<file path="src/rtl/arith_pkg.sv">
// Shared arithmetic datapath definitions: divider state encoding and the
// fixed operand widths used by the sequential signed divider.
package arith_pkg;

    localparam int DIVIDEND_W = 16;
    localparam int DIVISOR_W  = 8;
    localparam int ITER_N     = 16;

    typedef enum logic [1:0] {
        IDLE = 2'd0,
        CALC = 2'd1,
        FIX  = 2'd2,
        DONE = 2'd3
    } div_state_t;

endpackage

</file>
<file path="src/rtl/div_step.sv">
// One restoring shift-subtract iteration on unsigned magnitudes. The top level
// reuses this single instance once per cycle to build the quotient MSB first.
module div_step
    import arith_pkg::*;
(
    input  logic [DIVISOR_W:0]   remIn_i,
    input  logic                 dividendBit_i,
    input  logic [DIVISOR_W-1:0] absB_i,
    output logic [DIVISOR_W:0]   remOut_o,
    output logic                 qBit_o
);

    logic [DIVISOR_W+1:0] trial;
    logic [DIVISOR_W:0]   diff;

    // Shift the next dividend bit in, compare against the divisor and either
    // keep the difference or restore the shifted remainder.
    always_comb begin
        trial    = {remIn_i, dividendBit_i};
        diff     = trial[DIVISOR_W:0] - {1'b0, absB_i};
        qBit_o   = (trial >= {2'b00, absB_i});
        remOut_o = qBit_o ? diff : trial[DIVISOR_W:0];
    end

endmodule

</file>
<file path="src/rtl/seq_signed_divider.sv">
// Sequential signed divider: 16-bit dividend by 8-bit divisor, quotient
// truncated toward zero, remainder taking the dividend's sign. Operands are
// reduced to magnitudes at acceptance, divided over 16 cycles, then sign-fixed.
module seq_signed_divider
    import arith_pkg::*;
(
    input  logic                  clk,
    input  logic                  rst,
    input  logic                  start,
    input  logic [DIVIDEND_W-1:0] a,
    input  logic [DIVISOR_W-1:0]  b,
    output logic                  busy,
    output logic                  done,
    output logic [DIVIDEND_W-1:0] quotientBus,
    output logic [DIVISOR_W-1:0]  remainderBus,
    output logic                  divByZero,
    output logic                  overflow
);

    localparam logic [3:0] LAST_ITER = 4'(ITER_N - 1);

    div_state_t            state_q;
    logic [DIVIDEND_W-1:0] absA_q;
    logic [DIVISOR_W-1:0]  absB_q;
    logic [DIVISOR_W:0]    rem_q;
    logic [3:0]            cnt_q;
    logic                  signQ_q;
    logic                  signR_q;
    logic                  busy_q;
    logic                  done_q;
    logic [DIVIDEND_W-1:0] quot_q;
    logic [DIVISOR_W-1:0]  remOut_q;
    logic                  divByZero_q;
    logic                  overflow_q;

    logic [DIVISOR_W:0]    rem_d;
    logic                  qBit_d;

    div_step u_step (
        .remIn_i       (rem_q),
        .dividendBit_i (absA_q[DIVIDEND_W-1]),
        .absB_i        (absB_q),
        .remOut_o      (rem_d),
        .qBit_o        (qBit_d)
    );

    // Control FSM plus datapath registers. absA_q doubles as the dividend
    // shift register: dividend bits leave at the top while quotient bits enter
    // at the bottom, so after the last step it holds the quotient magnitude.
    // A zero divisor still runs the full loop so latency never depends on data.
    always_ff @(posedge clk) begin
        if (rst) begin
            state_q     <= IDLE;
            absA_q      <= '0;
            absB_q      <= '0;
            rem_q       <= '0;
            cnt_q       <= '0;
            signQ_q     <= 1'b0;
            signR_q     <= 1'b0;
            busy_q      <= 1'b0;
            done_q      <= 1'b0;
            quot_q      <= '0;
            remOut_q    <= '0;
            divByZero_q <= 1'b0;
            overflow_q  <= 1'b0;
        end else begin
            case (state_q)
                IDLE: begin
                    if (start) begin
                        absA_q  <= a[DIVIDEND_W-1] ? (~a + 16'd1) : a;
                        absB_q  <= b[DIVISOR_W-1] ? (~b + 8'd1) : b;
                        signQ_q <= a[DIVIDEND_W-1] ^ b[DIVISOR_W-1];
                        signR_q <= a[DIVIDEND_W-1];
                        rem_q   <= '0;
                        cnt_q   <= '0;
                        busy_q  <= 1'b1;
                        state_q <= CALC;
                    end
                end
                CALC: begin
                    rem_q  <= rem_d;
                    absA_q <= {absA_q[DIVIDEND_W-2:0], qBit_d};
                    cnt_q  <= cnt_q + 4'd1;
                    if (cnt_q == LAST_ITER) begin
                        state_q <= FIX;
                    end
                end
                FIX: begin
                    if (absB_q == '0) begin
                        quot_q      <= '0;
                        remOut_q    <= '0;
                        divByZero_q <= 1'b1;
                        overflow_q  <= 1'b0;
                    end else begin
                        quot_q      <= signQ_q ? (~absA_q + 16'd1) : absA_q;
                        remOut_q    <= signR_q ? (~rem_q[DIVISOR_W-1:0] + 8'd1)
                                               : rem_q[DIVISOR_W-1:0];
                        divByZero_q <= 1'b0;
                        overflow_q  <= ~signQ_q & absA_q[DIVIDEND_W-1];
                    end
                    done_q  <= 1'b1;
                    state_q <= DONE;
                end
                DONE: begin
                    done_q  <= 1'b0;
                    busy_q  <= 1'b0;
                    state_q <= IDLE;
                end
                default: begin
                    state_q <= IDLE;
                end
            endcase
        end
    end

    assign busy         = busy_q;
    assign done         = done_q;
    assign quotientBus  = quot_q;
    assign remainderBus = remOut_q;
    assign divByZero    = divByZero_q;
    assign overflow     = overflow_q;

endmodule
</file>
<file path="config.mk">
export PLATFORM = sky130hd
export DESIGN_NAME = seq_signed_divider
export DESIGN_NICKNAME = d
export VERILOG_FILES = /design/src/rtl/arith_pkg.sv /design/src/rtl/div_step.sv /design/src/rtl/seq_signed_divider.sv
export SDC_FILE = /design/constraint.sdc
export NUM_CORES = 1
export LEC_CHECK = 0
export BUFFER_PORTS_ARGS = -buffer_cell sky130_fd_sc_hd__buf_4
export CORE_MARGIN = 2
export CORE_UTILIZATION = 37
export CTS_BUF_LIST = sky130_fd_sc_hd__clkbuf_2 sky130_fd_sc_hd__clkbuf_4 sky130_fd_sc_hd__clkbuf_8
export DETAILED_ROUTE_END_ITERATION = 10
export GPL_TIMING_DRIVEN = 0
export PLACE_DENSITY = 0.65
export SYNTH_ARGS = -nofsm -noshare
export SYNTH_HDL_FRONTEND = slang
export SYNTH_HIERARCHICAL = 1
export SYNTH_SLANG_ARGS = --single-unit
</file>
<file path="constraint.sdc">
create_clock -name clk -period 2.3 [get_ports clk]
set_input_delay 0.345 -clock clk [delete_from_list [all_inputs] [get_ports clk]]
set_output_delay 0.345 -clock clk [all_outputs]
set_load 0.05 [all_outputs]
</file>
After elaboration in Yosys (flattened, before gate mapping)
Cells that the tools add are included.
{ "op_classes": {"order_cmp": 1, "reduce_logical": 9, "n_addsub": 6, "n_eq_ne": 6, "n_mux": 21, "bitwise_logic": 7} }
{ "op_table": {"columns": ["cell", "n"], "rows": [
  ["16-bit two-way mux", 4],
  ["16-bit by 1-bit adder with 16-bit output, second input constant", 2],
  ["16-bit NOT", 2],
  ["16-bit one-hot mux with 2 select lines", 1],
  ["8-bit two-way mux", 3],
  ["9-bit two-way mux", 2],
  ["9-bit one-hot mux with 2 select lines", 1],
  ["8-bit by 1-bit adder with 8-bit output, second input constant", 2],
  ["8-bit NOT", 2],
  ["10-bit by 8-bit greater-or-equal comparator with 1-bit output", 1],
  ["9-bit by 8-bit subtractor with 9-bit output", 1],
  ["8-bit zero test", 1],
  ["2-bit one-hot mux with 4 select lines", 1],
  ["4-bit one-hot mux with 2 select lines", 1],
  ["2-bit AND reduction", 4],
  ["2-bit nonzero test", 3],
  ["4-bit by 1-bit adder with 4-bit output, second input constant", 1],
  ["2-bit == test, second input constant", 2],
  ["4-bit == test, second input constant", 1],
  ["2-bit two-way mux", 2],
  ["4-bit two-way mux", 1],
  ["2-bit inequality test, second input constant", 2],
  ["1-bit one-hot mux with 2 select lines", 2],
  ["1-bit two-way mux", 3],
  ["5 further kinds", 5]
]} }
{ "totals": {"register_bits": 69, "out_inout_bits": 28, "wordCells": 63} }

Depth between registers and ports, before layout
Gate-level depths: netlist of the first run.
{ "logic_depth": {"word_depth": 5, "mapped_depth": 12, "ltp_nobuf": 11} }

By module
The synthesis of the first run kept the hierarchy.
{ "by_module_without_submodules": {"columns": ["module", "instances", "area_each_um2", "cells_per_inst"], "rows": [
  ["seq_signed_divider", 1, 3758.6, 464],
  ["div_step", 1, 523.0, 75]
]} }

Worst setup path after synthesis of the first run
OpenSTA, ideal clock, no wires.
{ "synth_timing": {"kind": "flip-flop to flip-flop", "start": "reg absA_q[15]", "end": "reg rem_q[1]", "path_slack_ns": 0.071, "n_path_buf": 0, "path_stages_with_launch": 11, "required_time_ns": 2.172, "period_less_slack_ns": 2.229, "arrival_ns": 2.101, "setup_ns": 0.128, "path_cell_list": "dfxtp_1 > inv_1 > ha_1 > inv_1 > fa_1 > nand3_1 > a21oi_1 > nor4b_4 > mux2_2 > a22oi_1 > nor2_1"} }
{ "synth_between": {"elab_chain_len": 3, "word_cells_on_any_way": 4, "classes_between": "add/sub (1); order compare (1); mux (2)"} }
{ "synth_rtl": {"columns": ["item", "line", "text"], "rows": [
  ["start, declared", "seq_signed_divider.sv:23", "logic [DIVIDEND_W-1:0] absA_q;"],
  ["start signal, assigned", "seq_signed_divider.sv:70", "absA_q <= a[DIVIDEND_W-1] ? (~a + 16'd1) : a;"],
  ["start signal, assigned", "seq_signed_divider.sv:82", "absA_q <= {absA_q[DIVIDEND_W-2:0], qBit_d};"],
  ["9-bit by 8-bit subtractor with 9-bit output or 10-bit by 8-bit greater-or-equal comparator with 1-bit output (tied branches)", "div_step.sv:20, div_step.sv:21", null],
  ["9-bit two-way mux *", "div_step.sv:22", "remOut_o = qBit_o ? diff : trial[DIVISOR_W:0];"],
  ["net rem_d[1]", "seq_signed_divider.sv:36", "logic [DIVISOR_W:0] rem_d;"],
  ["9-bit one-hot mux with 2 select lines *", "seq_signed_divider.sv:67", "case (state_q)"],
  ["end signal, assigned", "seq_signed_divider.sv:81", "rem_q <= rem_d;"],
  ["end, declared", "seq_signed_divider.sv:25", "logic [DIVISOR_W:0] rem_q;"]
]} }
Mark *: on every way through the listed nets, which the timed path passes. The rest lies on a longest branch.
A chain may end at the register's enable or synchronous reset.

Worst setup path after layout of the first run
{ "layout_timing": {"start": "reg absA_q[15]", "end": "reg rem_q[0]"} }
Same word-level chain as after synthesis.

==> implementation parameters, run 1 <==
Parameter                              Value

CTS
  Inserted Clock Buffers ... 9
  Clock transition at the register clock pins on the worst setup and hold paths after CTS ... around 80 ps
  Clk root buf ... sky130_fd_sc_hd__clkbuf_8
  Cts-stage hold buffer count ... 0
  Clock insertion delay at the later pin of the skew report ... 360 ps
  Clock tree from TritonCTS ... yes
  Clock tree buffer depth ... 2
  Count of clock tree sinks ... just under 70
  Maximum level of the CTS H-tree ... 3

STA
  Final-report hold violation count ... 0
  Number of setup violations in the final report ... 0
  Post-route fraction of the period consumed by the critical path ... 0.982
  Worst hold slack across all endpoints ... 276 ps
  Post-route worst setup slack ... a little over 40 ps
  Highest clock frequency the design can meet ... 0.443 GHz
  Final Critical Period ... 2260 ps
  Worst slew pin tran ... ~590 ps
  Layout Skew ... approximately 15 ps
  Remaining max-slew budget at the tightest pin ... 0.608
  Max-slew violations ... 0

Placement
  Post-detailed-placement half-perimeter wirelength ... between 8000 and 9000 um
  Global placer's final weighted congestion ... ~0.89
  Port buffer count ... 53
  Post-placement worst setup slack ... -225 ps

Floorplanning
  Initial core utilization ... 0.377
  Floorplan die area ... about 0.012 mm^2
  Vertical die dimension ... ~110 um
  Number of primary I/O pins ... 55
  X dimension of the die ... ~110 um
  FP Rows ... 39
  Core Region ... 0.0114 mm^2

Setup path
  Required time at the endpoint of the critical path ... approximately 2600 ps
  Maximum fanout encountered on the critical timing path ... 10
  Crit path arrival time ... ~2600 ps
  Crit end category ... flip-flop
  Crit path launch type ... flip-flop
  Category of the critical setup timing path ... reg2reg

Final layout
  Share of layout cells above drive strength 1 ... 0.181
  Filler cell count in the final layout ... ~1.1k
  Fin nets ... between 600 and 700
  Top library cells by usage in the layout, fill and taps aside ... sky130_fd_sc_hd__dfxtp_1 (63), sky130_fd_sc_hd__buf_4 (60), sky130_fd_sc_hd__nor2_1 (56)
  N_diodes ... 0
  Area Growth Syn to Fin ... 21.9%
  Most common cell after layout, fill and taps aside ... sky130_fd_sc_hd__dfxtp_1

Logic synthesis
  Mean area per synthesized cell ... between 7 and 8 um^2
  EDFF count, synth ... 0
  Cell area after technology mapping ... about 0.0043 mm^2
  Most instantiated flip-flop cell in the synthesis netlist ... sky130_fd_sc_hd__dfxtp_1
  Syn. warnings ... 6
  Number of cells produced by synthesis ... around 540
  Seq/Total Area, Yosys ... 0.323
  Syn nets ... slightly below 600
  Post-synthesis register bit count ... 69
  Number of distinct standard cells referenced by the synthesized netlist ... 59
  Fraction of registers with async set/reset ... 0

Detailed routing
  Post-Route WL ... approximately 11000 um
  DRC violation count after routing ... 0
  Violation count after the first detailed-route iteration ... 378
  Number of vias in the routed layout ... between 4k and 5k
  Number of detailed-routing iterations run before antenna repair ... 5
  Drt wl/cell ... 15.2 um
  Vias per Instance ... between 5 and 6
  Number of nets with antenna violations after detailed routing ... 0

Run status
  Run status ... finished, final reports clean

Pwr
  P per Cell Area ... between 1000 and 1500 mW/mm^2
  IR drop worst, VDD ... around 470 uV
  Cell internal power dissipation ... between 3 and 4 mW
  Leakage ... between 2 and 2.5 nW
  Part of the power in the clock network ... 0.156
  Net Switching ... between 3 and 4 mW
  Fraction of power consumed by combinational cells ... 0.585
  Sequential power share ... 0.259
  Switching share of power ... 0.453

GRT
  Total global-route track usage ... 0.179
  Wire length of the first global-routing pass ... 18400 um
  Number of global-route vias before repair ... about 3.7k
  Antenna violations before repair ... 0
  Total grt overflow ... 0
  Maximum number of pins on one net before global-route repair ... 12

Min path
  Kind of path behind the tightest hold check ... in2reg

Flow run
  Number of max-cap violations ... 0
registers in the layout, indices dropped and copies added, names as in the netlist:
signal,cells
quotientBus,16
absA_q,16
signQ_q,1
cnt_q,4
absB_q,8
divByZero,1
signR_q,1
overflow,1
busy,1
state_q,2
rem_q,9
remainderBus,8
done,1
path summary, 6_finish.rpt:
check,start,slack (ps),to,depth (start not counted)
worst max register to register,absA_q[15]$_SDFFE_PP0P_,40,rem_q[0]$_SDFFE_PP0P_,12
worst min-delay path,a[13],280,absA_q[13]$_SDFFE_PP0P_,3
worst min register to register,quotientBus[10]$_SDFFE_PP0P_,460,quotientBus[10]$_SDFFE_PP0P_,2
worst max-delay path,absA_q[15]$_SDFFE_PP0P_,40,rem_q[0]$_SDFFE_PP0P_,12
worst max-delay path: stages, from the launching register on:
cell and delay, ps:
sky130_fd_sc_hd__dfxtp_4 380, sky130_fd_sc_hd__inv_4 70, sky130_fd_sc_hd__ha_4 130, sky130_fd_sc_hd__inv_2 40
sky130_fd_sc_hd__fa_2 380, sky130_fd_sc_hd__nand3_4 110, sky130_fd_sc_hd__a21oi_4 70, sky130_fd_sc_hd__nor4b_4 290
sky130_fd_sc_hd__buf_4 180, sky130_fd_sc_hd__buf_6 140, sky130_fd_sc_hd__mux2i_1 220, sky130_fd_sc_hd__a22oi_1 100
sky130_fd_sc_hd__nor2_1 100
synthesized netlist by cell type, types with 9 or more instances:
cell	n	area, um^2
sky130_fd_sc_hd__a22oi_1	11	82.6
sky130_fd_sc_hd__dfxtp_1	69	1380
sky130_fd_sc_hd__mux2i_1	9	90.1
sky130_fd_sc_hd__a21oi_1	35	175
sky130_fd_sc_hd__xor2_1	19	166
sky130_fd_sc_hd__o31ai_1	15	113
sky130_fd_sc_hd__ha_1	18	225
sky130_fd_sc_hd__nor2b_1	16	100
sky130_fd_sc_hd__nand2_1	43	161
sky130_fd_sc_hd__nor2_1	56	210
sky130_fd_sc_hd__inv_1	29	109
sky130_fd_sc_hd__clkbuf_1	27	101
sky130_fd_sc_hd__or3_1	12	75.1
sky130_fd_sc_hd__xnor2_1	12	105
sky130_fd_sc_hd__a211oi_1	11	82.6
sky130_fd_sc_hd__o21ai_0	36	180
sky130_fd_sc_hd__nand2b_1	10	62.6
power groups by stage:
stage	Sequential (mW)	Clock (mW)	Combinational, mW
after floorplan	1.96	0	2.77
after global placement	1.87	0	3.73
after detailed placement	1.89	0	3.78
after CTS	1.87	1.16	3.93
after global routing	1.94	1.22	4.66
final	1.89	1.14	4.27
what timing repair did:
item | in CTS | in global routing
resized for setup | 4 | 23
setup endpoints to repair | 13 | 20
pin swaps | 1 | 6
buffers inserted | 2 | 5
area by class of cell:
type / instances / area (um^2) / area share
plain buffers: 33 / 136 / 0.0261
repair buffers: 60 / 450 / 0.0863
flip-flops and latches: 69 / 1390 / 0.267
clock inverters: 4 / 70.1 / 0.0134
multi-input cells: 406 / 2720 / 0.521
well taps: 143 / 179 / 0.0343
clock buffers: 12 / 159 / 0.0305
inverters: 29 / 111 / 0.0213
cell families (layout without fill, tap and decap cells):
| logic type | Yosys count | after routing | synth area share |
|---|---|---|---|
| adder cells (fa/ha/maj) | 19 | 19 | 0.0573 |
| multiplexers | 11 | 11 | 0.0263 |
| buffers and inverters | 64 | 138 | 0.0584 |
| XOR/XNOR | 31 | 31 | 0.0634 |
| flip-flops | 69 | 69 | 0.323 |
| AND/OR/NAND/NOR | 194 | 194 | 0.241 |
| AO/OA/AOI/OAI | 151 | 151 | 0.231 |
metal layers:
metal	wire length, um	share of wire	track usage
met4	179	0.016	0.0601
met2	5090	0.44	0.273
met5	0	0	0
met1	5650	0.49	0.258
met3	558	0.049	0.0310
stage by stage:
stage / std cells / util / TNS [ps] / area [um^2] / total power, mW
after global placement: 735 / 0.427 / -1130 / 4860 / 5.60
after global routing: 756 / 0.459 / -85.8 / 5220 / 7.82
after floorplan: 539 / - / 0 / 4280 / 4.73
final: 756 / 0.459 / 0 / 5220 / 7.30
after CTS: 753 / 0.450 / 0 / 5110 / 6.96
after detailed placement: 735 / 0.427 / -1360 / 4860 / 5.67
(Power assumes the default switching activity.)
==> run 2, diff against run 1 <==
Settings changed: CTS_BUF_LIST sky130_fd_sc_hd__clkbuf_2 sky130_fd_sc_hd__clkbuf_4 sky130_fd_sc_hd__clkbuf_8 to sky130_fd_sc_hd__clkbuf_16.
==> run 2 against run 1 <==
  * Design area grew 2.2%
  * Hold slack better by 27 ps
  * Critical endpoint unchanged
  * Largest cell class unchanged
  * Clock skew down 6.9 ps
  * Utilization increased by 1.0 points
==> implementation parameters, run 2 (synthesis gave the netlist of run 1 again) <==
Parameter                              Value

STA
  Final Critical Period ... 2290 ps (+29.3 ps)
  Highest clock frequency the design can meet ... 0.437 GHz (-1.3%)
  Worst hold slack across all endpoints ... 303 ps (+27.1 ps)
  Setup repair after global routing missed its margin ... true
  Layout Skew ... 8.08 ps (-6.90 ps)
  Number of setup violations in the final report ... 0 (unchanged)
  Post-route worst setup slack ... 11.5 ps (-29.3 ps)
  Max-slew violations ... 0 (unchanged)
  Final-report hold violation count ... 0 (unchanged)
  Post-route fraction of the period consumed by the critical path ... 0.995 (+0.0127)
  Remaining max-slew budget at the tightest pin ... 0.616 (+0.00724)
  Worst slew pin tran ... 576 ps (-10.9 ps)

Detailed routing
  Drt wl/cell ... 15.4 um (+1.5%)
  Number of vias in the routed layout ... 4111 (+0.39%)
  Post-Route WL ... 11700 um (+1.7%)
  Violation count after the first detailed-route iteration ... 248 (-34%)
  DRC violation count after routing ... 0 (unchanged)
  Vias per Instance ... 5.43 (+0.26%)
  Number of detailed-routing iterations run before antenna repair ... 5 (unchanged)
  Number of nets with antenna violations after detailed routing ... 0 (unchanged)

Placement
  Global placer's final weighted congestion ... 0.891 (unchanged)
  Post-detailed-placement half-perimeter wirelength ... 8750 um (unchanged)
  Port buffer count ... 53 (unchanged)
  Post-DP Area ... 0.00486 mm^2 (unchanged)
  Post-placement worst setup slack ... -225 ps (unchanged)

Final layout
  Post-Layout Inst Area ... 0.00533 mm^2 (+2.2%)
  N_diodes ... 0 (unchanged)
  Area Growth Syn to Fin ... 24.6%
  Most common cell after layout, fill and taps aside ... sky130_fd_sc_hd__dfxtp_1
  Top library cells by usage in the layout, fill and taps aside ... sky130_fd_sc_hd__dfxtp_1 (63), sky130_fd_sc_hd__buf_4 (60), sky130_fd_sc_hd__nor2_1 (56)
  Final core occ ... 0.469 (+0.0102)
  Filler cell count in the final layout ... 1135 (-0.088%)
  Multi-input gate area ... 0.00273 mm^2 (+0.37%)
  Share of layout cells above drive strength 1 ... 0.182 (+0.00133)
  Fin nets ... 655 (+0.15%)
  Sequential cell area ... 0.00139 mm^2 (unchanged)

Setup path
  Required time at the endpoint of the critical path ... 2570 ps (-30 ps)
  Slowest cell on crit path ... sky130_fd_sc_hd__fa_2
  Worst r2r src ... absA_q[15]$_SDFFE_PP0P_
  Crit path launch type ... flip-flop
  Buf/Inv on CP ... 4 (unchanged)
  Crit path arrival time ... 2560 ps (about the same)
  Category of the critical setup timing path ... reg2reg
  Maximum fanout encountered on the critical timing path ... 5 (-5)
  Family with the most delay on the worst path ... simple AND/OR/NAND/NOR gates
  Delay of the slowest critical-path stage ... 380 ps (about the same)
  Crit end category ... flip-flop
  Ordered cell list for the critical path ... inv_4, ha_4, inv_2, fa_2, nand3_4, a21oi_4, nor4b_4, buf_4, buf_8, mux2i_1, a22oi_1, nor2_1
  Worst setup path startpoint ... absA_q[15]$_SDFFE_PP0P_

CTS
  Inserted Clock Buffers ... 9 (unchanged)
  Cts-stage hold buffer count ... 0 (unchanged)
  Clock transition at the register clock pins on the worst setup and hold paths after CTS ... 60 ps (-20 ps)
  Clock tree from TritonCTS ... yes
  Count of clock tree sinks ... 69 (unchanged)
  Clock tree buffer depth ... 2 (unchanged)
  Clock insertion delay at the later pin of the skew report ... 330 ps (-30 ps)
  Maximum level of the CTS H-tree ... 3 (unchanged)
  Clk root buf ... sky130_fd_sc_hd__clkbuf_16

Floorplanning
  X dimension of the die ... 112 um (unchanged)
  Floorplan die area ... 0.0124 mm^2 (unchanged)
  Initial core utilization ... 0.377 (unchanged)
  FP Rows ... 39 (unchanged)
  Number of primary I/O pins ... 55 (unchanged)
  Vertical die dimension ... 112 um (unchanged)
  Core Region ... 0.0114 mm^2 (unchanged)

Flow run
  Number of max-cap violations ... 0 (unchanged)

Pwr
  Total power after layout ... 7.91 mW (+8.3%)
  IR drop worst, VDD ... 575 uV (+22%)
  Leakage ... 2.10 nW (+2.6%)
  P per Cell Area ... 1480 mW/mm^2 (+6.0%)

GRT
  Number of global-route vias before repair ... 3760 (+0.62%)
  Total global-route track usage ... 0.180 (+0.00101)
  Maximum number of pins on one net before global-route repair ... 12 (unchanged)
  Antenna violations before repair ... 0 (unchanged)
  Total grt overflow ... 0 (unchanged)
  Wire length of the first global-routing pass ... 18500 um (+0.45%)

Run status
  Run status ... finished, final reports clean

Min path
  Kind of path behind the tightest hold check ... in2reg
  Startpoint of the tightest hold check path ... a[13]
## run 2: changes by cell type in the layout (fill, tap and decap cells not counted), sizes merged
cell,change
clkbuf,-2
clkinv,+2
inv,+1
## run 2: final timing paths
| kind | slack, ps | endpoint | cells after the start |
|---|---|---|---|
| worst max-delay path | 10 | rem_q[0]$_SDFFE_PP0P_ | 12 |
| worst min-delay path | 300 | absA_q[13]$_SDFFE_PP0P_ | 3 |
| worst max register to register | 10 | rem_q[0]$_SDFFE_PP0P_ | 12 |
| worst min register to register | 460 | quotientBus[10]$_SDFFE_PP0P_ | 2 |
## run 2: per-layer routing
layer	share of wire	wire length (um)	track usage	up-vias
li1	-	-	-	2069
met1	0.48	5600	0.256	1920
met2	0.46	5340	0.275	111
met3	0.050	579	0.0272	11
met4	0.012	145	0.0716	0
met5	0	0	0	-
## run 2: what timing repair did
action                                  4_1_cts  5_1_grt
buffers inserted                              2        5
cloned                                        0        1
endpoints found under the setup margin       13       17
hold endpoints to repair                      0        0
gates resized for setup                       4       27
pin swaps                                     1        6
## run 2: power breakdown
part           total [mW]  switching [mW]  leakage, nW  internal (mW)
Clock                1.44           0.503        0.155          0.933
Sequential           1.89           0.386        0.565           1.51
Combinational        4.58            2.54         1.38           2.04
## run 2: through the flow
| stage | instances | TNS [ps] |
|---|---|---|
| after global routing | 757 | -378 |
| after detailed placement | 735 | -1360 |
| after global placement | 735 | -1130 |
| after CTS | 753 | 0 |
| after floorplan | 539 | 0 |
| final | 757 | 0 |
## run 2: cell type report
type | instances | share of cell area
inverter | 29 | 0.0209
clock buffer | 9 | 0.0422
sequential | 69 | 0.261
timing repair buffer | 61 | 0.0891
tap | 143 | 0.0335
multi-input combinational | 406 | 0.512
clock inverter | 7 | 0.0152
buffer | 33 | 0.0263
## run 2: worst register-to-register path: cells and delay by family, from the launching register on
family,cells,cell delay (ps)
multiplexers,1,220
adder cells (fa/ha/maj),2,510
flip-flops,1,360
AND/OR/NAND/NOR,3,530
AO/OA/AOI/OAI,2,170
buffers and inverters,4,440
